File: config.mk
export PLATFORM = sky130hd
export DESIGN_NAME = ccff_chain_loader
export DESIGN_NICKNAME = d
export VERILOG_FILES = /design/src/rtl/ccff_chain_loader.sv
export SDC_FILE = /design/constraint.sdc
export NUM_CORES = 1
export LEC_CHECK = 0
export BUFFER_PORTS_ARGS = -buffer_cell sky130_fd_sc_hd__buf_2
export CORE_UTILIZATION = 55
export DETAILED_ROUTE_END_ITERATION = 6
export GPL_TIMING_DRIVEN = 0
export PLACE_DENSITY_LB_ADDON = 0.3
export RECOVER_POWER = 50
export SYNTH_ARGS = -nofsm -noshare
export SYNTH_HDL_FRONTEND = slang
export SYNTH_SLANG_ARGS = --single-unit
File: constraint.sdc
create_clock -name prog_clk -period 4.85 [get_ports prog_clk]
set_input_delay 0.2425 -clock prog_clk [delete_from_list [all_inputs] [get_ports prog_clk]]
set_output_delay 0.2425 -clock prog_clk [all_outputs]
set_load 0.02 [all_outputs]
File: src/rtl/ccff_chain_loader.sv
// rtl/ccff_chain_loader.sv - serializes bitstream words onto a ccff chain while deserializing its tail into readback words
module ccff_chain_loader #(
  parameter int CHAIN_LEN = 24,
  parameter int WORD_W    = 8
) (
  input  logic              prog_clk,
  input  logic              pReset,
  input  logic              start,
  output logic              busy,
  output logic              done,
  input  logic              wr_valid,
  output logic              wr_ready,
  input  logic [WORD_W-1:0] wr_data,
  output logic              rd_valid,
  input  logic              rd_ready,
  output logic [WORD_W-1:0] rd_data,
  output logic              ccff_head,
  input  logic              ccff_tail,
  output logic              shift_en
);

  localparam int CW = $clog2(CHAIN_LEN + 1);
  localparam int IW = $clog2(WORD_W + 1);
  localparam logic [CW-1:0] LAST_BIT = CW'(CHAIN_LEN - 1);
  localparam logic [CW-1:0] FULL_CNT = CW'(CHAIN_LEN);
  localparam logic [IW-1:0] W_CNT    = IW'(WORD_W);
  localparam logic [IW-1:0] W_M1     = IW'(WORD_W - 1);

  typedef enum logic [1:0] {IDLE, LOAD, DRAIN} state_t;

  state_t            state, state_nx;
  logic [CW-1:0]     bit_cnt;
  logic [WORD_W-1:0] in_sr;
  logic [IW-1:0]     in_bits;
  logic [IW-1:0]     in_bits_ld;
  logic [WORD_W-1:0] cap_sr;
  logic [IW-1:0]     cap_bits;
  logic [WORD_W-1:0] cap_shifted;
  logic [IW-1:0]     cap_cnt_inc;
  logic              cap_full;
  logic              start_fire;
  logic              wr_fire;
  int                rem;

  function automatic logic [WORD_W-1:0] left_justify(input logic [WORD_W-1:0] v,
                                                     input logic [IW-1:0] n);
    logic [IW-1:0] sh;
    sh = W_CNT - n;
    return v << sh;
  endfunction

  assign cap_full    = (cap_bits == W_CNT);
  assign cap_shifted = {cap_sr[WORD_W-2:0], ccff_tail};
  assign cap_cnt_inc = cap_bits + IW'(1);
  assign wr_fire     = wr_valid && wr_ready;

  always_comb begin
    rem        = CHAIN_LEN - int'(bit_cnt);
    in_bits_ld = (rem >= WORD_W) ? W_CNT : IW'(rem);
  end

  always_comb begin
    state_nx   = state;
    shift_en   = 1'b0;
    ccff_head  = 1'b0;
    wr_ready   = 1'b0;
    busy       = (state != IDLE) || done;
    start_fire = (state == IDLE) && !done && start;
    case (state)
      IDLE: begin
        if (start_fire) state_nx = LOAD;
      end
      LOAD: begin
        wr_ready = (in_bits == '0) && (bit_cnt < FULL_CNT);
        // a full capture word with nowhere to go freezes the chain
        if ((in_bits != '0) && !(cap_full && rd_valid)) begin
          shift_en  = 1'b1;
          ccff_head = in_sr[WORD_W-1];
          if (bit_cnt == LAST_BIT) state_nx = DRAIN;
        end
      end
      DRAIN: begin
        if (rd_valid && rd_ready && (cap_bits == '0)) state_nx = IDLE;
      end
      default: state_nx = IDLE;
    endcase
  end

  always_ff @(posedge prog_clk) begin
    if (pReset) begin
      state    <= IDLE;
      bit_cnt  <= '0;
      in_sr    <= '0;
      in_bits  <= '0;
      cap_sr   <= '0;
      cap_bits <= '0;
      rd_valid <= 1'b0;
      rd_data  <= '0;
      done     <= 1'b0;
    end else begin
      state <= state_nx;
      done  <= (state == DRAIN) && (state_nx == IDLE);
      if (start_fire) begin
        bit_cnt  <= '0;
        in_sr    <= '0;
        in_bits  <= '0;
        cap_sr   <= '0;
        cap_bits <= '0;
      end
      if (wr_fire) begin
        in_sr   <= wr_data;
        in_bits <= in_bits_ld;
      end
      if (rd_valid && rd_ready) rd_valid <= 1'b0;
      if (shift_en) begin
        in_sr   <= {in_sr[WORD_W-2:0], 1'b0};
        in_bits <= in_bits - IW'(1);
        bit_cnt <= bit_cnt + CW'(1);
        // completed words go straight to the holding register so rd_valid follows the last capture
        if (cap_full) begin
          rd_data  <= cap_sr;
          rd_valid <= 1'b1;
          cap_sr   <= {{(WORD_W-1){1'b0}}, ccff_tail};
          cap_bits <= IW'(1);
        end else if (((cap_bits == W_M1) || (bit_cnt == LAST_BIT)) && !rd_valid) begin
          rd_data  <= left_justify(cap_shifted, cap_cnt_inc);
          rd_valid <= 1'b1;
          cap_sr   <= '0;
          cap_bits <= '0;
        end else begin
          cap_sr   <= cap_shifted;
          cap_bits <= cap_cnt_inc;
        end
      end else if ((cap_bits != '0) && (cap_full || (bit_cnt == FULL_CNT)) && !rd_valid) begin
        rd_data  <= left_justify(cap_sr, cap_bits);
        rd_valid <= 1'b1;
        cap_sr   <= '0;
        cap_bits <= '0;
      end
    end
  end

endmodule

; ---- Word-level counts from Yosys, hierarchy flattened
; Cells that the tools add are included.
[op_classes]
eq_ne = 7
n_reduce_logical = 32
shifts = 2
addsub = 6
magnitude_cmp = 2
n_mux = 36
[op_table]
columns = cell, count
row1 = $mux 8, 11
row2 = $mux 4, 8
row3 = $shl 8x4->8, 2
row4 = $logic_and 1x1->1, 12
row5 = $eq 5x5->1 const B, 2
row6 = $mux 1, 10
row7 = $mux 5, 2
row8 = $logic_not 4->1, 2
row9 = $mux 2, 4
row10 = $reduce_bool 2->1, 4
row11 = $reduce_bool 4->1, 2
row12 = $sub 4x4->4 const A, 2
row13 = $ge 6x5->1 const B, 1
row14 = $pmux 2 s3, 1
row15 = $reduce_bool 3->1, 2
row16 = $sub 5x5->6 const A, 1
row17 = $add 5x1->5 const B, 1
row18 = $lt 5x5->1 const B, 1
row19 = $add 4x1->4 const B, 1
row20 = $eq 4x3->1 const B, 1
row21 = $eq 4x4->1 const B, 1
row22 = $logic_not 2->1, 2
row23 = $sub 4x1->4 const B, 1
row24 = $logic_not 1->1, 3
row25 = other kinds (6), 8
[totals]
elab_cells = 95
regBits = 41
output_inout_bits = 14

; ---- Longest topological paths before layout
; Gate-level depths: netlist (run 1).
[logic_depth]
depth_word = 8
mapped_depth = 11
mapped_depth_nobuf = 10

; ---- Least setup slack after synthesis (run 1)
; OpenSTA, ideal clock, no wires.
[synth_timing]
path_kind = flip-flop to flip-flop
start = register cap_bits[0]
end = register rd_data[6]
t_arrival_ns = 2.361
setup_time_ns = 0.091
stages_incl_launch_ff = 11
path_buffers = 3
slack_ns = 2.398
t_required_ns = 4.759
cell_sequence = dfxtp_1 > inv_1 > clkbuf_1 > ha_1 > buf_2 > buf_4 > o21a_1 > mux4_2 > nor2_1 > a21oi_1 > a311oi_1
[synth_via]
elab_chain_cells = 8
word_cells_on_any_way = 25
[synth_rtl]
columns = item, line_no
row1 = start: declaration, 37  ; logic [IW-1:0] cap_bits;
row2 = start signal: assignment, 132  ; cap_bits <= cap_cnt_inc;
row3 = branches (longest 8 deep; another with $add 4x1->4), n/a
row4 = end signal: assignment, 121  ; rd_data <= cap_sr;
row5 = end signal: assignment, 126  ; rd_data <= left_justify(cap_shifted, cap_cnt_inc);
row6 = end signal: assignment, 135  ; rd_data <= left_justify(cap_sr, cap_bits);
row7 = end: declaration, 16  ; output logic [WORD_W-1:0] rd_data,
; Several ways; the timed one is not identified. The select of a mux whose other input is x is not followed.
; A chain may end at the register's enable or synchronous reset.

; ---- Final worst setup path (run 1)
[layout_timing]
start = register cap_bits[0]
end = register rd_data[1]
; Same word-level chain as after synthesis.

==> results of run 1 <==
## Yosys cell counts, types with 4 or more instances
library cell | count | share of area [%]
sky130_fd_sc_hd__a211oi_1 | 12 | 3.3
sky130_fd_sc_hd__a22oi_1 | 10 | 2.8
sky130_fd_sc_hd__nand2b_1 | 4 | 0.92
sky130_fd_sc_hd__mux4_2 | 5 | 4.1
sky130_fd_sc_hd__nand2_1 | 31 | 4.3
sky130_fd_sc_hd__dfxtp_1 | 41 | 30
sky130_fd_sc_hd__o21ai_0 | 14 | 2.6
sky130_fd_sc_hd__nor2b_1 | 4 | 0.92
sky130_fd_sc_hd__a21o_1 | 4 | 1.1
sky130_fd_sc_hd__nor3_1 | 10 | 1.8
sky130_fd_sc_hd__mux2_2 | 4 | 1.7
sky130_fd_sc_hd__buf_2 | 8 | 1.5
sky130_fd_sc_hd__nor2_1 | 41 | 5.7
sky130_fd_sc_hd__a21oi_1 | 23 | 4.2
sky130_fd_sc_hd__and2_1 | 4 | 0.92
sky130_fd_sc_hd__clkbuf_1 | 14 | 1.9
sky130_fd_sc_hd__nand3_1 | 9 | 1.7
sky130_fd_sc_hd__a222oi_1 | 7 | 2.6
sky130_fd_sc_hd__mux2i_1 | 9 | 3.3
sky130_fd_sc_hd__ha_1 | 5 | 2.3
sky130_fd_sc_hd__inv_1 | 11 | 1.5
sky130_fd_sc_hd__a31oi_1 | 4 | 0.92
## worst register-to-register path, cell delays in order, from the launching register on
cell and delay [ns]:
sky130_fd_sc_hd__dfxtp_1 0.40, sky130_fd_sc_hd__inv_1 0.15, sky130_fd_sc_hd__clkbuf_1 0.25, sky130_fd_sc_hd__ha_1 0.35, sky130_fd_sc_hd__nor2b_1 0.22, sky130_fd_sc_hd__or3b_1 0.41
sky130_fd_sc_hd__mux2_4 0.26, sky130_fd_sc_hd__a21oi_1 0.62, sky130_fd_sc_hd__clkbuf_1 0.52, sky130_fd_sc_hd__nand3_1 0.16, sky130_fd_sc_hd__a21oi_1 0.15
## sequential cells by signal, summed over array words and instances (netlist names)
signal	count
cap_sr	8
in_sr	8
rd_data	8
bit_cnt	5
cap_bits	4
in_bits	4
state	2
done	1
rd_valid	1
## cell usage in the layout, fill, tap and decap left out, types with 2 or more instances in the layout
cell / instances
sky130_fd_sc_hd__a22oi_1: 10
sky130_fd_sc_hd__mux2_2: 4
sky130_fd_sc_hd__a211o_1: 2
sky130_fd_sc_hd__clkbuf_8: 5
sky130_fd_sc_hd__buf_1: 2
sky130_fd_sc_hd__nor3_1: 10
sky130_fd_sc_hd__xnor2_1: 2
sky130_fd_sc_hd__nand2b_1: 4
sky130_fd_sc_hd__a311oi_1: 3
sky130_fd_sc_hd__a211oi_1: 13
sky130_fd_sc_hd__inv_1: 12
sky130_fd_sc_hd__a21oi_1: 24
sky130_fd_sc_hd__o21ai_0: 14
sky130_fd_sc_hd__a221oi_1: 2
sky130_fd_sc_hd__nor2_1: 41
sky130_fd_sc_hd__a32o_1: 2
sky130_fd_sc_hd__mux4_2: 5
sky130_fd_sc_hd__ha_1: 5
sky130_fd_sc_hd__dfxtp_1: 41
sky130_fd_sc_hd__o21a_1: 2
sky130_fd_sc_hd__nor3b_1: 2
sky130_fd_sc_hd__a21o_1: 4
sky130_fd_sc_hd__a41oi_1: 2
sky130_fd_sc_hd__nand3b_1: 3
sky130_fd_sc_hd__mux2i_1: 9
sky130_fd_sc_hd__buf_2: 20
sky130_fd_sc_hd__a31oi_1: 4
sky130_fd_sc_hd__clkbuf_1: 29
sky130_fd_sc_hd__buf_4: 3
sky130_fd_sc_hd__a32oi_1: 3
sky130_fd_sc_hd__nand3_1: 9
sky130_fd_sc_hd__a222oi_1: 7
sky130_fd_sc_hd__and3_1: 3
sky130_fd_sc_hd__nor2b_1: 5
sky130_fd_sc_hd__and2_1: 4
sky130_fd_sc_hd__nand2_1: 31
## metal layers
layer	up-vias	wire length [um]
li1	1300	-
met1	1307	3130
met2	111	3430
met3	14	466
met4	0	132
met5	-	0
## cells by family after synthesis
family / Yosys count / share of synthesized area, %
flops: 41 / 30.2
buf+inv: 42 / 7.19
mux: 19 / 9.68
xor+xnor: 3 / 1.25
fa+ha+maj: 5 / 2.31
compound gates: 100 / 26.3
simple gates: 125 / 23.1
## per-stage QoR
stage          setup slack [ns]  power, mW  hold slack, ns  instances
4_1_cts                    1.71      0.802           0.193        436
3_5_place_dp               1.91      0.521           0.485        428
2_1_floorplan              2.40      0.478           0.404        335
6_report                   1.27      0.800           0.195        436
3_3_place_gp               2.02      0.518           0.463        428
5_1_grt                    1.07      0.833           0.218        436
## worst min path at each step
stage	slack, ns	cells after the start	end	from
final	0.20	3	in_sr[2]	wr_data[2]
after global routing	0.22	3	in_sr[2]	wr_data[2]
after CTS	0.19	3	in_sr[2]	wr_data[2]
after detailed placement	0.49	2	rd_data[1]	rd_data[1]
after global placement	0.46	2	in_bits[0]	in_bits[0]
after floorplan	0.40	2	cap_sr[0]	ccff_tail
## where the power goes
group / internal (mW) / switching, mW / leakage [nW]
logic: 0.0566 / 0.103 / 0.671
clock network: 0.154 / 0.132 / 0.0543
registers: 0.346 / 0.00853 / 0.331
## final cells by class
type / instances / area share, %
tap: 67 / 2.80
buffer: 30 / 4.68
clock inverter: 3 / 1.55
timing repair buffer: 26 / 3.84
clock buffer: 5 / 2.30
sequential: 41 / 27.4
inverter: 12 / 1.50
multi-input combinational: 252 / 55.9
==> impl_metrics.ini, run 1 <==
[clock_tree]
clk_pin_slew_worst_paths_ns = 0.09
clock_sinks = 41
holdBufCountCts = 0
clock_tree.htree_level_count = 2
insertion_delay_ns = 0.30
tritoncts.num_buffers = 5
cts_tree = done
cts_root_buffer = sky130_fd_sc_hd__clkbuf_8
cts_buffer_depth = 2
post_cts_resize_count = 0
post_cts_buffers = 0

[sta]
slew_violations = 0
setup_viol = 0
max_slew.worst_pin.slew_ns = 0.768
summed_negative_setup_slack_over_all_endpoints_ns = 0
slew-limit-headroom_pct = 48.4
rsz0062_at_grt = no
finalClockSkew_ns = 0.00822
fmaxAchievable_ghz = 0.279
fin_crit_ns = 3.58
final_min_period_over_clock_period_pct = 73.8
finalHoldViolCount = 0

[global_route]
grt_use_met2_pct = 46.8
first_global_vias = 2411
grt_busiest_layer = met2
grt_pass1_wl_mm = 11.8
grt-ovfl-total = 0
gr-usage-met1_pct = 38.6
grt_start_max_net_pins = 15
met3_usage_pct = 5.14
initial_antenna_violation_count = 0
gr-usage-all-layers_pct = 29.2

[die]
die_area_sq_um = 5220
die_width_um = 72.2
starting_utilization_of_the_core_area_pct = 57.5
floorplan.rows = 25
ios = 28
core_sq_um = 4720
height_of_the_die_um = 72.2

[drt]
via_count = 2732
routed_wl_mm = 7.16
routedWlPerCell_um = 16.4
detail-route-antenna-nets = 0
drc_errors = 0
drt_pre_antenna_iters = 5
viasPerCell = 6.27
detail_route.iter0.violations = 338

[logic_synthesis]
synth_fp_nets = 354
ys_warn_count = 0
seq_total_area_yosys_pct = 30.2
post_synth_instance_area_sq_um = 2710
yosys_register_bits = 41
synth_cell_type_count = 63
syn_inst = 335
synth_enable_flop_cells = 0
postSynth.topFlopCell = sky130_fd_sc_hd__dfxtp_1
ys_async_sr_fraction_pct = 0
synthesis.area_per_instance_sq_um = 8.10

[critical_path]
crit_path_top_delay_cell = sky130_fd_sc_hd__a21oi_1
reg2reg_setup_slack_ns = 1.27
critPathCaptureType = flip-flop
critical_path_peak_fanout = 10
timing.rr.start = cap_bits[0]
worstPathBufferInverterCount = 3
critical_path_required_ns = 5.08
r2r_end = rd_data[1]
ff2ff_path_depth = 10
timing.critical_path.from_type = flip-flop
timing_worst_setup_path_type = flip-flop to flip-flop
timing.critical_path.cells = inv_1, clkbuf_1, ha_1, nor2b_1, or3b_1, mux2_4, a21oi_1, clkbuf_1, nand3_1, a21oi_1
timing.critical_path.to = rd_data[1]
worst_setup_path_startpoint = cap_bits[0]
max_stage_delay_ns = 0.62
cp_top_family = buffers and inverters
crit_cells = 10
worstPathArrival_ns = 3.81

[outcome]
status = finished clean

[hold_path]
min-delay-path-class = primary input to flip-flop

[cells_and_area]
drive_above_1_share_pct = 13.3
num_antenna_cells = 0
stdcell_area_sq_um = 2990
nFillCells = 425
register_area_sq_um = 821
finish.net_count = 387
utilization_of_the_core_after_routing_pct = 63.4
multi_input_area_sq_um = 1670
synthToLayoutAreaGrowth_pct = 10.3

[placement]
gp_routability_congestion = 0.955
placement.io_buffers = 26
detailed_place_hpwl_mm = 5.10
post_dp_cell_area_sq_um = 2930

[power]
power.density_nw_per_um2 = 267
max_rail_drop_vdd_uv = 186
power_leakage_nw = 1.06

[job]
drv_cap = 0
Note: power is estimated with default switching activity, not from simulation.
==> run 2, diff against run 1 <==
- clock period: 4.85 -> 3.3 ns (I/O delays scaled with it)
==> impl_metrics.ini, run 2 (synthesis results as in run 1) <==
[sta]
fmaxAchievable_ghz = 0.325
final_min_period_over_clock_period_pct = 93.2
finalClockSkew_ns = 0.00704
fin_crit_ns = 3.08
finalHoldViolCount = 0
max_slew.worst_pin.slew_ns = 0.756
final.hold.worst_slack_ns = 0.117
rsz0062_at_grt = no
slew-limit-headroom_pct = 49.2
slew_violations = 0
summed_negative_setup_slack_over_all_endpoints_ns = 0
setup_viol = 0

[global_route]
initial_antenna_violation_count = 0
grt-ovfl-total = 0
grt_start_max_net_pins = 15
gr-usage-all-layers_pct = 29.2
first_global_vias = 2411
grt_pass1_wl_mm = 11.8

[clock_tree]
post_cts_buffers = 0
cts_buffer_depth = 2
insertion_delay_ns = 0.30
tritoncts.num_buffers = 5
clk_pin_slew_worst_paths_ns = 0.09
post_cts_resize_count = 0
cts_root_buffer = sky130_fd_sc_hd__clkbuf_8
clock_tree.htree_level_count = 2
cts_tree = done
clock_sinks = 41
holdBufCountCts = 0

[critical_path]
max_stage_delay_ns = 0.40
timing.rr.start = cap_bits[0]
cp_top_family = buffers and inverters
timing.critical_path.cells = inv_1, clkbuf_1, ha_1, nor2b_4, or3b_1, mux2_4, a21oi_2, clkbuf_2, nor2_2, a211oi_1
critPathCaptureType = flip-flop
reg2reg_setup_slack_ns = 0.22
critical_path_peak_fanout = 10
worstPathArrival_ns = 3.30
timing.critical_path.from_type = flip-flop
worstPathBufferInverterCount = 3
timing_worst_setup_path_type = flip-flop to flip-flop
r2r_end = rd_data[2]
critical_path_required_ns = 3.52
ff2ff_path_depth = 10
crit_path_top_delay_cell = sky130_fd_sc_hd__dfxtp_1

[cells_and_area]
num_antenna_cells = 0
top_regs = cap_sr x8, in_sr x8, rd_data x8
drive_above_1_share_pct = 14.4
mostFrequentLayoutCells = 41 x sky130_fd_sc_hd__nor2_1, 41 x sky130_fd_sc_hd__dfxtp_1, 31 x sky130_fd_sc_hd__nand2_1
finish.net_count = 387
synthToLayoutAreaGrowth_pct = 10.7
stdcell_area_sq_um = 3000

[power]
p_int_mw = 0.818
clock_network_fraction_of_total_power_pct = 35.6
max_rail_drop_vdd_uv = 273
power_leakage_nw = 1.07
combinationalPowerShare_pct = 20.0
netSwitchingFraction_pct = 30.3
power.density_nw_per_um2 = 390
total_switching_power_mw = 0.355
power_frac_seq_pct = 44.4

[placement]
post_dp_cell_area_sq_um = 2930
detailed_place_hpwl_mm = 5.10
placement.io_buffers = 26
gp_routability_congestion = 0.955

[die]
die_width_um = 72.2
core_sq_um = 4720
die_area_sq_um = 5220
ios = 28
height_of_the_die_um = 72.2
floorplan.rows = 25
starting_utilization_of_the_core_area_pct = 57.5

[drt]
drt_pre_antenna_iters = 6
viasPerCell = 6.30
routedWlPerCell_um = 16.4
drc_errors = 0
detail_route.iter0.violations = 362
via_count = 2747
routed_wl_mm = 7.16
detail-route-antenna-nets = 0

[hold_path]
hold_depth = 3
holdPathEnd = in_sr[5]
hold_path_origin = wr_data[5]
min-delay-path-class = primary input to flip-flop

[job]
drv_cap = 0

[outcome]
status = finished clean
## run 2: cell counts in the layout (fill, tap and decap cells not counted)
No cell type changed its count.
## run 2: layout make-up
class	count	area (sq um)
Inverter	12	45.0
Sequential cell	41	821
Tap cell	67	83.8
Buffer	30	139
Multi-Input combinational cell	252	1690
Fill cell	424	1720
Clock inverter	3	46.3
Clock buffer	5	68.8
Timing Repair Buffer	26	115
## run 2: how the worst max path moves through the flow
stage | cells past startpoint | from | end | slack (ns)
after global placement | 8 | cap_bits[0] | rd_data[4] | 0.47
after CTS | 10 | cap_bits[0] | ccff_head | 0.23
final | 10 | cap_bits[0] | rd_data[2] | 0.22
after global routing | 11 | cap_bits[0] | in_bits[2] | 0.03
after floorplan | 10 | cap_bits[0] | rd_data[6] | 0.85
after detailed placement | 8 | cap_bits[0] | rd_data[4] | 0.36
## run 2: per-stage QoR
stage	utilization [%]	cells	total power [mW]	setup slack [ns]
after global placement	62.0	428	0.762	0.474
after global routing	63.6	436	1.22	0.0348
after CTS	64.4	436	1.18	0.234
final	63.6	436	1.17	0.224
after floorplan	-	335	0.702	0.848
after detailed placement	62.0	428	0.766	0.359
## run 2: per-layer routing
metal | vias up | part of all wire, % | GRT usage (%)
met5 | - | 0 | 0
met2 | 130 | 47 | 46.8
met1 | 1290 | 44 | 38.6
met4 | 0 | 2.7 | 12.9
met3 | 22 | 6.3 | 5.14
li1 | 1305 | - | -
## run 2: power by group through the flow
stage	Sequential, mW	Clock, mW	Combinational (mW)
2_1_floorplan	0.529	0	0.174
3_3_place_gp	0.531	0	0.230
3_5_place_dp	0.532	0	0.234
4_1_cts	0.520	0.424	0.235
5_1_grt	0.523	0.444	0.257
6_report	0.521	0.418	0.234
## run 2: worst register-to-register path, delay by kind of cell, from the launching register on
family	cells	cell delay, ns
buffers and inverters	3	0.75
and+or+nand+nor	3	0.62
AOI/OAI and AO/OA	2	0.60
DFF	1	0.40
adders and majority gates	1	0.36
muxes	1	0.27
